### src/rtl/pipeline_control.sv
// Pipeline stall/bubble controller with oldest-first stall/flush resolution and a halt/drain FSM.
// Define PIPE_PERF_EN to add the stall_cycles / flush_cycles performance counters.
module pipeline_control #(
    parameter int NumStages   = 6,
    parameter int DrainCycles = NumStages - 1,
    parameter int CntWidth    = 32
) (
    input  logic                 clk,
    input  logic                 rst,
    input  logic [NumStages-1:0] stallreq,
    input  logic [NumStages-1:0] flushreq,
    input  logic                 halt_req,
    input  logic                 resume,
    output logic [NumStages-1:0] stall,
    output logic [NumStages-1:0] bubble,
    output logic                 halted,
    output logic                 draining
`ifdef PIPE_PERF_EN
    ,
    output logic [CntWidth-1:0]  stall_cycles,
    output logic [CntWidth-1:0]  flush_cycles
`endif
);

    localparam int IdxW = $clog2(NumStages);
    localparam int DcW  = (DrainCycles > 1) ? $clog2(DrainCycles) : 1;
    localparam logic [DcW-1:0]       DrainLoad = DcW'(DrainCycles - 1);
    localparam logic [NumStages-1:0] Lsb       = NumStages'(1);
    localparam logic [NumStages-1:0] Bit1      = NumStages'(2);

    if (NumStages < 3 || NumStages > 16 || DrainCycles < 1 || CntWidth < 1) begin : g_bad_params
        $error("pipeline_control: parameter out of range");
    end

    typedef enum logic [1:0] {
        ST_RUN,
        ST_DRAIN,
        ST_HALTED
    } state_t;

    function automatic logic [IdxW-1:0] top_index(input logic [NumStages-1:0] v);
        logic [IdxW-1:0] idx;
        idx = '0;
        for (int i = 0; i < NumStages; i++) begin
            if (v[i]) idx = IdxW'(i);
        end
        return idx;
    endfunction

    function automatic logic [NumStages-1:0] below_mask(input logic [IdxW-1:0] n);
        logic [NumStages-1:0] m;
        for (int k = 0; k < NumStages; k++) begin
            m[k] = (IdxW'(k) < n);
        end
        return m;
    endfunction

    function automatic logic [NumStages-1:0] one_hot(input logic [IdxW-1:0] n);
        logic [NumStages-1:0] m;
        for (int k = 0; k < NumStages; k++) begin
            m[k] = (IdxW'(k) == n);
        end
        return m;
    endfunction

    state_t               state;
    logic [DcW-1:0]       cnt;
    logic [NumStages-1:0] flush_eff;
    logic                 s_valid;
    logic                 f_valid;
    logic                 flush_win;
    logic                 stall_win;
    logic                 older_stall;
    logic [IdxW-1:0]      s_idx;
    logic [IdxW-1:0]      f_idx;
    logic [NumStages-1:0] flush_bub;
    logic [NumStages-1:0] res_stall;
    logic [NumStages-1:0] res_bubble;
    logic [NumStages-1:0] drain_stall;

    // A flush from the PC stage itself has no younger work to kill, so bit 0 is dropped.
    always_comb begin
        flush_eff   = flushreq & ~Lsb;
        s_valid     = |stallreq;
        f_valid     = |flush_eff;
        s_idx       = top_index(stallreq);
        f_idx       = top_index(flush_eff);
        flush_win   = f_valid && (!s_valid || (s_idx < f_idx));
        stall_win   = s_valid && !flush_win;
        older_stall = |(stallreq & ~Lsb);
        flush_bub   = flush_win ? (below_mask(f_idx) & ~Lsb) : '0;
        res_stall   = '0;
        res_bubble  = flush_bub;
        if (stall_win) begin
            if (s_idx == '0) begin
                res_stall = Lsb;
            end else begin
                res_stall  = below_mask(s_idx);
                res_bubble = one_hot(s_idx);
            end
        end
    end

    // While draining, fetch is frozen and register 1 fills with bubbles unless an older stall holds it.
    always_comb begin
        stall       = '0;
        bubble      = '0;
        drain_stall = res_stall | Lsb;
        if (rst) begin
            case (state)
                ST_RUN: begin
                    stall  = res_stall;
                    bubble = res_bubble;
                end
                ST_DRAIN: begin
                    stall  = drain_stall;
                    bubble = (res_bubble | Bit1) & ~drain_stall;
                end
                ST_HALTED: begin
                    stall = '1;
                end
                default: begin
                    stall  = '0;
                    bubble = '0;
                end
            endcase
        end
    end

    always_ff @(posedge clk) begin
        if (!rst) begin
            state    <= ST_RUN;
            cnt      <= '0;
            halted   <= 1'b0;
            draining <= 1'b0;
        end else begin
            case (state)
                ST_RUN: begin
                    if (halt_req) begin
                        state    <= ST_DRAIN;
                        cnt      <= DrainLoad;
                        draining <= 1'b1;
                    end
                end
                ST_DRAIN: begin
                    if (f_valid) begin
                        state    <= ST_RUN;
                        cnt      <= '0;
                        draining <= 1'b0;
                    end else if (!older_stall) begin
                        if (cnt == '0) begin
                            state    <= ST_HALTED;
                            halted   <= 1'b1;
                            draining <= 1'b0;
                        end else begin
                            cnt <= cnt - 1'b1;
                        end
                    end
                end
                ST_HALTED: begin
                    if (resume) begin
                        state  <= ST_RUN;
                        halted <= 1'b0;
                    end
                end
                default: begin
                    state    <= ST_RUN;
                    cnt      <= '0;
                    halted   <= 1'b0;
                    draining <= 1'b0;
                end
            endcase
        end
    end

`ifdef PIPE_PERF_EN
    always_ff @(posedge clk) begin
        if (!rst) begin
            stall_cycles <= '0;
            flush_cycles <= '0;
        end else if (state != ST_HALTED) begin
            if (|stall) stall_cycles <= stall_cycles + 1'b1;
            if (|flush_bub) flush_cycles <= flush_cycles + 1'b1;
        end
    end
`endif

endmodule

### config.mk
export PLATFORM = sky130hd
export DESIGN_NAME = pipeline_control
export DESIGN_NICKNAME = d
export VERILOG_FILES = /design/src/rtl/pipeline_control.sv
export SDC_FILE = /design/constraint.sdc
export NUM_CORES = 1
export LEC_CHECK = 0
export ABC_AREA = 1
export BUFFER_PORTS_ARGS = -buffer_cell sky130_fd_sc_hd__buf_4
export CORE_MARGIN = 5
export CORE_UTILIZATION = 45
export CTS_BUF_LIST = sky130_fd_sc_hd__clkbuf_16
export DETAILED_ROUTE_END_ITERATION = 6
export PLACE_DENSITY = 0.73
export SLEW_MARGIN = 30
export SYNTH_ARGS = -nofsm -noshare
export SYNTH_HDL_FRONTEND = slang
export SYNTH_SLANG_ARGS = --single-unit
### constraint.sdc
create_clock -name clk -period 1.9 [get_ports clk]
set_input_delay 0.095 -clock clk [delete_from_list [all_inputs] [get_ports clk]]
set_output_delay 0.095 -clock clk [all_outputs]
set_load 0.02 [all_outputs]
==> impl_metrics.tcl, run 1 <==
set metrics [dict create \
    met1_usage_pct 21.2 \
    yosysTopAreaCell "nand2_1" \
    swShare_pct 33.1 \
    timing.final.crit_share_pct 90.2 \
    fin_tns_setup_ps 0 \
    crit_slowest_cell "ha_1" \
    p_clk_share_pct 41.6 \
    layout_common_cells "nand2_1 (39), buf_4 (30), inv_1 (28)" \
    layout_setup_ws_ps 185 \
    synth.cell_area_sq_um 855 \
    gp_congestion 0.817 \
    nNetsFinal 207 \
    clkTransAtPathRegs_ps 40 \
    max_stage_delay_ps 320 \
    core_sq_um 1760 \
    start_kind "input pin" \
    max_clock_freq_mhz 583 \
    ys_async_sr_fraction_pct 0 \
    ys_warn_count 0 \
    design.die.area_sq_um 2870 \
    wl_microns 2160 \
    die_w_microns 53.6 \
    layout.cells.non_filler 207 \
    cp.required_ps 1800 \
    post-route-drc-count 0 \
    worstSkewPairLatency_ps 230 \
    ir_drop_uv 657 \
    grt_start_max_net_pins 9 \
    critPathArrivalTime_ps 1620 \
    grt_pass1_vias 888 \
    crit_path_max_fanout 5 \
    ys_types 21 \
    busiest_layer "met2" \
    slew_viol_final 0 \
    netlist_instances 149 \
    layout_commonest_cell "nand2_1" \
    syn-num-nets 173 \
    ys_ff_latch 7 \
    vias_per_cell 4.62 \
    crit_top_cell "nand2_1" \
    fill_cells 179 \
    p_int_w 0.000566 \
    grtUsageMet3_pct 5.82 \
    grt_first_pass_wirelength_microns 3680 \
    path_cells "buf_4 > nor2_2 > inv_1 > ha_1 > a21oi_2 > nand2_1 > nand2_2 > nand2_1 > nand2_1 > inv_1 > nor2_1 > nor2_1 > buf_4" \
    synth_top_area_share_pct 17.6 \
    clock_tree.root_cell "clkbuf_16" \
    synth_edf_count 0 \
    fin_crit_ps 1710 \
    status "finished clean" \
    die_h_microns 53.6 \
    netlist_top_cells_area "nand2_1 (18%), dfxtp_1 (16%), inv_1 (12%), ha_1 (12%), nor2_1 (11%)" \
    grt_use_met2_pct 30.4 \
    endpoint_kind "output pin" \
    grt_overflow 0 \
    wire_per_inst_microns 10.4 \
    antenna_left 0 \
    io_buffers 27 \
    ys.flop_type "dfxtp_1" \
    cp_num_buf_inv 4 \
    ys_seq_area_share_pct 16.4 \
    antenna_cells 0 \
    finalHoldViolCount 0 \
    power.density_nw_per_um2 698 \
    slew_headroom_pct 64.2 \
    rsz0062_at_grt "no" \
    leakage_nw 0.679 \
    ios 30 \
    cts_buffers 3 \
    drive_above_1_share_pct 28.6 \
    numClockSinks 7 \
    worst_slew_pin_slew_ps 531 \
    crit_type "input pin to output pin" \
    vias 957 \
    start_util_pct 48.4 \
    power_frac_seq_pct 20.1 \
    syn_avg_cell_area_sq_um 5.74 \
    hold_path.class "input pin to flop" \
    place_ws_ps 66.1 \
    cap_violations 0 \
    finalSetupViolCount 0 \
    crit_family "simple AND/OR/NAND/NOR gates" \
    clockBufferDepth 2 \
    antenna_found_initial 0 \
    power_w 0.000845 \
    dpl.hpwl_microns 1720 \
    cts_tree "done" \
    worst_clock_skew_ps 1.82 \
    dr.pass1.iters 4 \
    p_comb_share_pct 38.3 \
    h-tree-depth 1 \
    row_count 15 \
    drtIter0Drc 26 \
    grt_usage_pct 17.8 \
    dp_cells 201 \
    syn_to_final_growth_pct 41.7 \
    p_switching_w 0.000280 \
]
[worst paths after layout]
| path | startpoint | to | slack, ps | cells after the start |
|---|---|---|---|---|
| hold / removal | rst | cnt[0]$_SDFFE_PN0P_ | 150 | 3 |
| setup / recovery | stallreq[4] | bubble[1] | 190 | 13 |
| setup reg to reg | state[0]$_SDFFE_PN0P_ | cnt[1]$_SDFFE_PN0P_ | 240 | 10 |
| hold reg to reg | halted$_SDFFE_PN0P_ | halted$_SDFFE_PN0P_ | 470 | 2 |
[state kept, by name (all words and copies together) (netlist names)]
signal,flops
cnt,3
draining,1
state,2
halted,1
[Yosys cell counts, types with 2 or more instances]
cell type  number
or2_2           2
ha_1            8
a21oi_1        14
inv_2           2
inv_1          28
nand3_1         5
o21ai_0         4
nor2_4          2
nor2_1         25
nor2_2          3
nand2_1        40
dfxtp_1         7
[layout make-up]
cell class	instances	area (sq um)	area share (%)
repair buffers	30	225	18.6
clock inverters	1	3.75	0.310
well taps	25	31.3	2.58
clock buffers	3	75.1	6.20
flip-flops and latches	7	140	11.6
multi-input cells	111	623	51.4
inverters	30	113	9.30
[worst min-delay path: stages]
cell and delay [ps]:
buf_4 140, nand2_1 70, nor2_1 30
[metal layers]
layer	vias to the layer above	wire [microns]
met1	407	963
li1	516	-
met4	0	17
met5	-	0
met3	4	139
met2	30	1040
[per-stage QoR]
| step | hold WS (ps) | util, % | area, sq um |
|---|---|---|---|
| 2_1_floorplan | 215 | - | 855 |
| 3_3_place_gp | 381 | 61.7 | 1090 |
| 3_5_place_dp | 383 | 61.7 | 1090 |
| 4_1_cts | 140 | 66.5 | 1170 |
| 5_1_grt | 139 | 68.7 | 1210 |
| 6_report | 149 | 68.7 | 1210 |
[kinds of logic (layout without fill, tap and decap cells)]
logic type	count (synthesis)	in the layout	synth area share (%)
AND/OR/NAND/NOR	82	82	44.8
buffers and inverters	31	64	14.1
AO/OA/AOI/OAI	20	20	12.6
adder cells (fa/ha/maj)	8	8	11.7
flip-flops	7	7	16.4
other	1	1	0.439
[what timing repair did]
item / in CTS / in global routing
hold buffers: 0 / 0
pin swaps: 0 / 1
setup endpoints to repair: 2 / 10
resized for setup: 2 / 5
setup buffers: 0 / 2
[power by group through the flow]
stage               Sequential, W  Combinational [W]  Clock (W)
floorplan                0.000174           0.000201          0
global placement         0.000171           0.000300          0
detailed placement       0.000172           0.000307          0
CTS                      0.000170           0.000312   0.000361
global route             0.000171           0.000362   0.000378
finish                   0.000170           0.000324   0.000352
Note: power is estimated with default switching activity, not from simulation.
==> run 2, diff against run 1 <==
--- a/config.mk
+++ b/config.mk
@@ -12,7 +12,7 @@
 export CTS_BUF_LIST = sky130_fd_sc_hd__clkbuf_16
 export DETAILED_ROUTE_END_ITERATION = 6
 export PLACE_DENSITY = 0.73
-export SLEW_MARGIN = 30
+export SLEW_MARGIN = 0
 export SYNTH_ARGS = -nofsm -noshare
 export SYNTH_HDL_FRONTEND = slang
 export SYNTH_SLANG_ARGS = --single-unit
==> constraint.sdc (replaced) <==
create_clock -name clk -period 2.1 [get_ports clk]
set_input_delay 0.105 -clock clk [delete_from_list [all_inputs] [get_ports clk]]
set_output_delay 0.105 -clock clk [all_outputs]
set_load 0.02 [all_outputs]
==> run 2 against run 1 <==
  * Largest cell class unchanged
  * Utilization is 2.7 points lower
  * Clock power fell by 8.2%
  * Hold slack improved by 5.6 ps
  * Wire length down 7.3%
  * Critical path type is now flop to output pin
  * Die area unchanged
  * Combinational power shrank 15%
  * Cell area decreased by 3.9%
==> impl_metrics.tcl, run 2 (synthesized netlist as in run 1, its figures left out) <==
set metrics [dict create \
    design.die.area_sq_um 2870 \
    fin_tns_setup_ps 0 \
    wire_per_inst_microns 9.82 \
    core_sq_um 1760 \
    grt_pass1_vias 921 \
    cap_violations 0 \
    start_kind "flop" \
    layout_setup_ws_ps 234 \
    critPathArrivalTime_ps 1760 \
    dr.pass1.iters 4 \
    cts_tree "done" \
    drtIter0Drc 21 \
    max_clock_freq_mhz 536 \
    cp.required_ps 2000 \
    fin_crit_ps 1870 \
    crit_path_max_fanout 8 \
    start_util_pct 48.4 \
    vias 933 \
    antenna_cells 0 \
    largest-register "cnt" \
    antenna_left 0 \
    swShare_pct 33.1 \
    power_frac_seq_pct 20.3 \
    p_int_w 0.000504 \
    status "finished clean" \
    die_w_microns 53.6 \
    slew_viol_final 0 \
    clockBufferDepth 2 \
    largest_reg_flops 3 \
    clkTransAtPathRegs_ps 40 \
    clock_tree.root_cell "clkbuf_16" \
    row_count 15 \
    crit_type "flop to output pin" \
    drive_above_1_share_pct 25.1 \
    finalHoldViolCount 0 \
    rsz0062_at_grt "no" \
    h-tree-depth 1 \
    layout_common_cells "nand2_1 (40), inv_1 (29), buf_4 (27)" \
    timing.final.crit_share_pct 88.9 \
    p_switching_w 0.000249 \
    nNetsFinal 204 \
    worst_clock_skew_ps 1.16 \
    dpl.hpwl_microns 1710 \
    grt_first_pass_wirelength_microns 3600 \
    cts_buffers 3 \
    die_h_microns 53.6 \
    hold_buffers 0 \
    grt_overflow 0 \
    power.density_nw_per_um2 647 \
    whs_ps 155 \
    vias_per_cell 4.57 \
    gp_congestion 0.837 \
    power_w 0.000753 \
    grt_usage_pct 16.9 \
    hold_path.class "input pin to flop" \
    worstSkewPairLatency_ps 230 \
    io_buffers 27 \
    ir_drop_uv 469 \
    p_clk_share_pct 42.9 \
    endpoint_kind "output pin" \
    finalSetupViolCount 0 \
    fill_cells 180 \
    leakage_nw 0.661 \
    p_comb_share_pct 36.7 \
    post-route-drc-count 0 \
    ff_latch_area_sq_um 140 \
    multi_input_area_sq_um 598 \
    place_ws_ps 273 \
    largestRegisters "cnt: 3 flops, state: 2 flops" \
    grt_start_max_net_pins 9 \
    layout_commonest_cell "nand2_1" \
    syn_to_final_growth_pct 36.2 \
    antenna_found_initial 0 \
    wl_microns 2000 \
    numClockSinks 7 \
    ios 30 \
]
==> run 2: cell type report <==
type | instances | share of cell area [%]
clock buffers | 3 | 6.45
clock inverters | 1 | 0.323
inverters | 30 | 9.68
multi-input cells | 111 | 51.4
flip-flops and latches | 7 | 12.0
well taps | 25 | 2.69
repair buffers | 27 | 17.4
==> run 2: what timing repair did <==
item	4_1_cts	5_1_grt
gates resized for setup	0	1
endpoints found under the hold margin	0	0
setup buffers	0	0
setup endpoints to repair	0	3
==> run 2: routing by layer <==
metal	global-route usage [%]	vias to the layer above	part of all wire [%]
li1	-	511	-
met5	0	-	0
met3	6.37	3	7.3
met2	28.0	29	46
met1	20.8	390	46
met4	3.83	0	0.55
==> run 2: worst paths after layout <==
check,from,to,slack [ps],cells after the start
worst max-delay path,state[1]$_SDFFE_PN0P_,bubble[4],230,7
worst min-delay path,rst,cnt[0]$_SDFFE_PN0P_,150,3
worst max register to register,state[1]$_SDFFE_PN0P_,cnt[1]$_SDFFE_PN0P_,400,10
worst min register to register,halted$_SDFFE_PN0P_,halted$_SDFFE_PN0P_,450,2
==> run 2: worst max-delay path: stages (launching register included) <==
cell and delay, ps:
dfxtp_1 330, inv_1 190, ha_1 290, inv_1 110
a21oi_2 200, inv_1 100, a21oi_1 140, buf_4 160
==> run 2: power by group through the flow <==
stage                     clock network [W]  registers, W  logic (W)
after floorplan                           0      0.000157   0.000182
after global placement                    0      0.000154   0.000270
after detailed placement                  0      0.000155   0.000275
after CTS                          0.000327      0.000153   0.000277
after global routing               0.000342      0.000155   0.000315
final                              0.000323      0.000153   0.000277
==> run 2: per-stage QoR <==
stage	util, %	instance area (sq um)	std cells
after floorplan	-	855	149
after global placement	61.3	1080	200
after detailed placement	61.3	1080	200
after CTS	65.7	1160	204
after global routing	66.0	1160	204
final	66.0	1160	204
==> run 3, diff against run 2 <==
--- a/config.mk
+++ b/config.mk
@@ -7,11 +7,13 @@
 export LEC_CHECK = 0
 export ABC_AREA = 1
 export BUFFER_PORTS_ARGS = -buffer_cell sky130_fd_sc_hd__buf_4
+export CELL_PAD_IN_SITES_DETAIL_PLACEMENT = 2
+export CELL_PAD_IN_SITES_GLOBAL_PLACEMENT = 2
 export CORE_MARGIN = 5
-export CORE_UTILIZATION = 45
+export CORE_UTILIZATION = 25
 export CTS_BUF_LIST = sky130_fd_sc_hd__clkbuf_16
 export DETAILED_ROUTE_END_ITERATION = 6
-export PLACE_DENSITY = 0.73
+export PLACE_DENSITY_LB_ADDON = 0.1
 export SLEW_MARGIN = 0
 export SYNTH_ARGS = -nofsm -noshare
 export SYNTH_HDL_FRONTEND = slang
==> constraint.sdc (replaced) <==
create_clock -name clk -period 2.1 [get_ports clk]
set_input_delay 0.105 -clock clk [delete_from_list [all_inputs] [get_ports clk]]
set_output_delay 0.105 -clock clk [all_outputs]
set_load 0.005 [all_outputs]
==> run 3 against run 2 <==
  * Critical endpoint unchanged
  * Power shrank 2.2%
  * Cell area grew 2.5%
  * Clock skew is essentially flat
  * Combinational power shrank 6%
  * Clock power is essentially flat
  * Fmax is essentially flat
  * Non-clock buffer count is the same
  * First-iteration DRC count shrank 29%
  * Largest power group unchanged
  * Utilization shrank 30 points
  * Via count grew 6.2%
==> impl_metrics.tcl, run 3 (synthesized netlist as in run 1, its figures left out) <==
set metrics [dict create \
    syn_to_final_growth_pct 39.5 \
    timing.final.crit_share_pct 88.9 \
    cp_num_buf_inv 4 \
    io_buffers 27 \
    crit_slowest_cell "dfxtp_1" \
    path_cells "inv_1 > ha_2 > inv_1 > a21oi_2 > inv_1 > a21oi_1 > buf_4" \
    fin_crit_ps 1870 \
    crit_top_cell "inv_1" \
    clock_tree.root_cell "clkbuf_16" \
    critPathArrivalTime_ps 1760 \
    ff_latch_area_sq_um 140 \
    slew_viol_final 0 \
    hold_buffers 0 \
    grt_start_max_net_pins 9 \
    start_kind "flop" \
    cts_tree "done" \
    clockBufferDepth 2 \
    clkTransAtPathRegs_ps 40 \
    grt_pass1_vias 1077 \
    drive_above_1_share_pct 26.3 \
    core_sq_um 3310 \
    numClockSinks 7 \
    row_count 21 \
    endpoint_kind "output pin" \
    postCtsSetupBuffers 0 \
    grt_overflow 0 \
    start_util_pct 25.8 \
    gp_congestion 0.717 \
    cap_violations 0 \
    ios 30 \
    power_w 0.000737 \
    antenna_cells 0 \
    worst_slew_pin_slew_ps 558 \
    h-tree-depth 1 \
    dpl.hpwl_microns 2400 \
    power.density_nw_per_um2 618 \
    vias_per_cell 4.40 \
    multi_input_area_sq_um 601 \
    hold_path.class "input pin to flop" \
    cts_buffers 3 \
    fill_cells 441 \
    leakage_nw 0.659 \
    cp.required_ps 2000 \
    grt_first_pass_wirelength_microns 4700 \
    drtIter0Drc 15 \
    largest-register "cnt" \
    worstSkewPairLatency_ps 230 \
    post_cts_resized 0 \
    design.die.area_sq_um 4690 \
    crit_type "flop to output pin" \
    rsz0062_at_grt "no" \
    finalHoldViolCount 0 \
    nNetsFinal 204 \
    wire_per_inst_microns 12.5 \
    finalSetupViolCount 0 \
    dr.pass1.iters 4 \
    crit_family "buffers and inverters" \
    die_h_microns 68.5 \
    antenna_found_initial 0 \
    status "finished clean" \
    largest_reg_flops 3 \
    ir_drop_uv 250 \
    worst_clock_skew_ps 0.833 \
    die_w_microns 68.5 \
    wl_microns 2800 \
    fin_tns_setup_ps 0 \
    max_clock_freq_mhz 536 \
    largestRegisters "cnt: 3 flops, state: 2 flops" \
    layout_common_cells "nand2_1 (40), inv_1 (28), buf_4 (27)" \
    antenna_left 0 \
    slew_headroom_pct 62.4 \
    post-route-drc-count 0 \
    crit_path_max_fanout 8 \
    layout_commonest_cell "nand2_1" \
    max_stage_delay_ps 330 \
    grt_usage_pct 13.3 \
    vias 991 \
]
==> run 3: cell counts in the layout (fill, tap and decap cells not counted) <==
No cell type changed its count.
==> run 3: through the flow <==
| stage | instances | instance area, sq um | utilization [%] | setup slack (ps) | hold WS, ps |
|---|---|---|---|---|---|
| 4_1_cts | 225 | 1190 | 35.8 | 43.6 | 163 |
| 5_1_grt | 225 | 1190 | 36.0 | 35.1 | 180 |
| 6_report | 225 | 1190 | 36.0 | 234 | 165 |
| 3_5_place_dp | 221 | 1110 | 33.4 | 183 | 407 |
| 2_1_floorplan | 149 | 855 | - | 652 | 225 |
| 3_3_place_gp | 221 | 1110 | 33.4 | 253 | 398 |
==> run 3: layer usage <==
metal  vias to the layer above  global-route usage (%)  wire, microns
li1                        513                       -              -
met1                       453                    15.4           1300
met2                        21                    24.4           1350
met3                         4                    3.45            120
met4                         0                    2.23             26
met5                         -                       0              0
==> run 3: layout make-up <==
type                       count  area share [%]
multi-input combinational    111            50.4
timing repair buffer          27            17.0
sequential                     7            11.8
inverter                      30            9.44
clock buffer                   3            6.30
tap                           46            4.83
clock inverter                 1           0.315
==> run 3: path summary, 6_finish.rpt <==
path	startpoint	to	slack, ps	depth (start not counted)
setup / recovery	state[1]$_SDFFE_PN0P_	bubble[4]	230	7
hold / removal	rst	cnt[2]$_SDFFE_PN0P_	170	3
setup reg to reg	state[1]$_SDFFE_PN0P_	cnt[0]$_SDFFE_PN0P_	380	10
hold reg to reg	halted$_SDFFE_PN0P_	halted$_SDFFE_PN0P_	460	2
==> run 3: worst reg2reg max path, cell delays in order (launching register included) <==
cell and delay (ps):
dfxtp_1 380, inv_1 160, ha_2 250, inv_1 120, nor2_1 80, nor2_4 140, inv_2 60, nor3_4 230
nand2_1 100, nand2_1 70, nor2_1 30
==> run 3: power by group <==
| group | switching, W | total (W) | internal (W) | leakage, nW |
|---|---|---|---|---|
| logic | 0.000149 | 0.000259 | 0.000109 | 0.559 |
| registers | 0.00000698 | 0.000153 | 0.000146 | 0.0577 |
| clock network | 0.0000767 | 0.000325 | 0.000248 | 0.0423 |
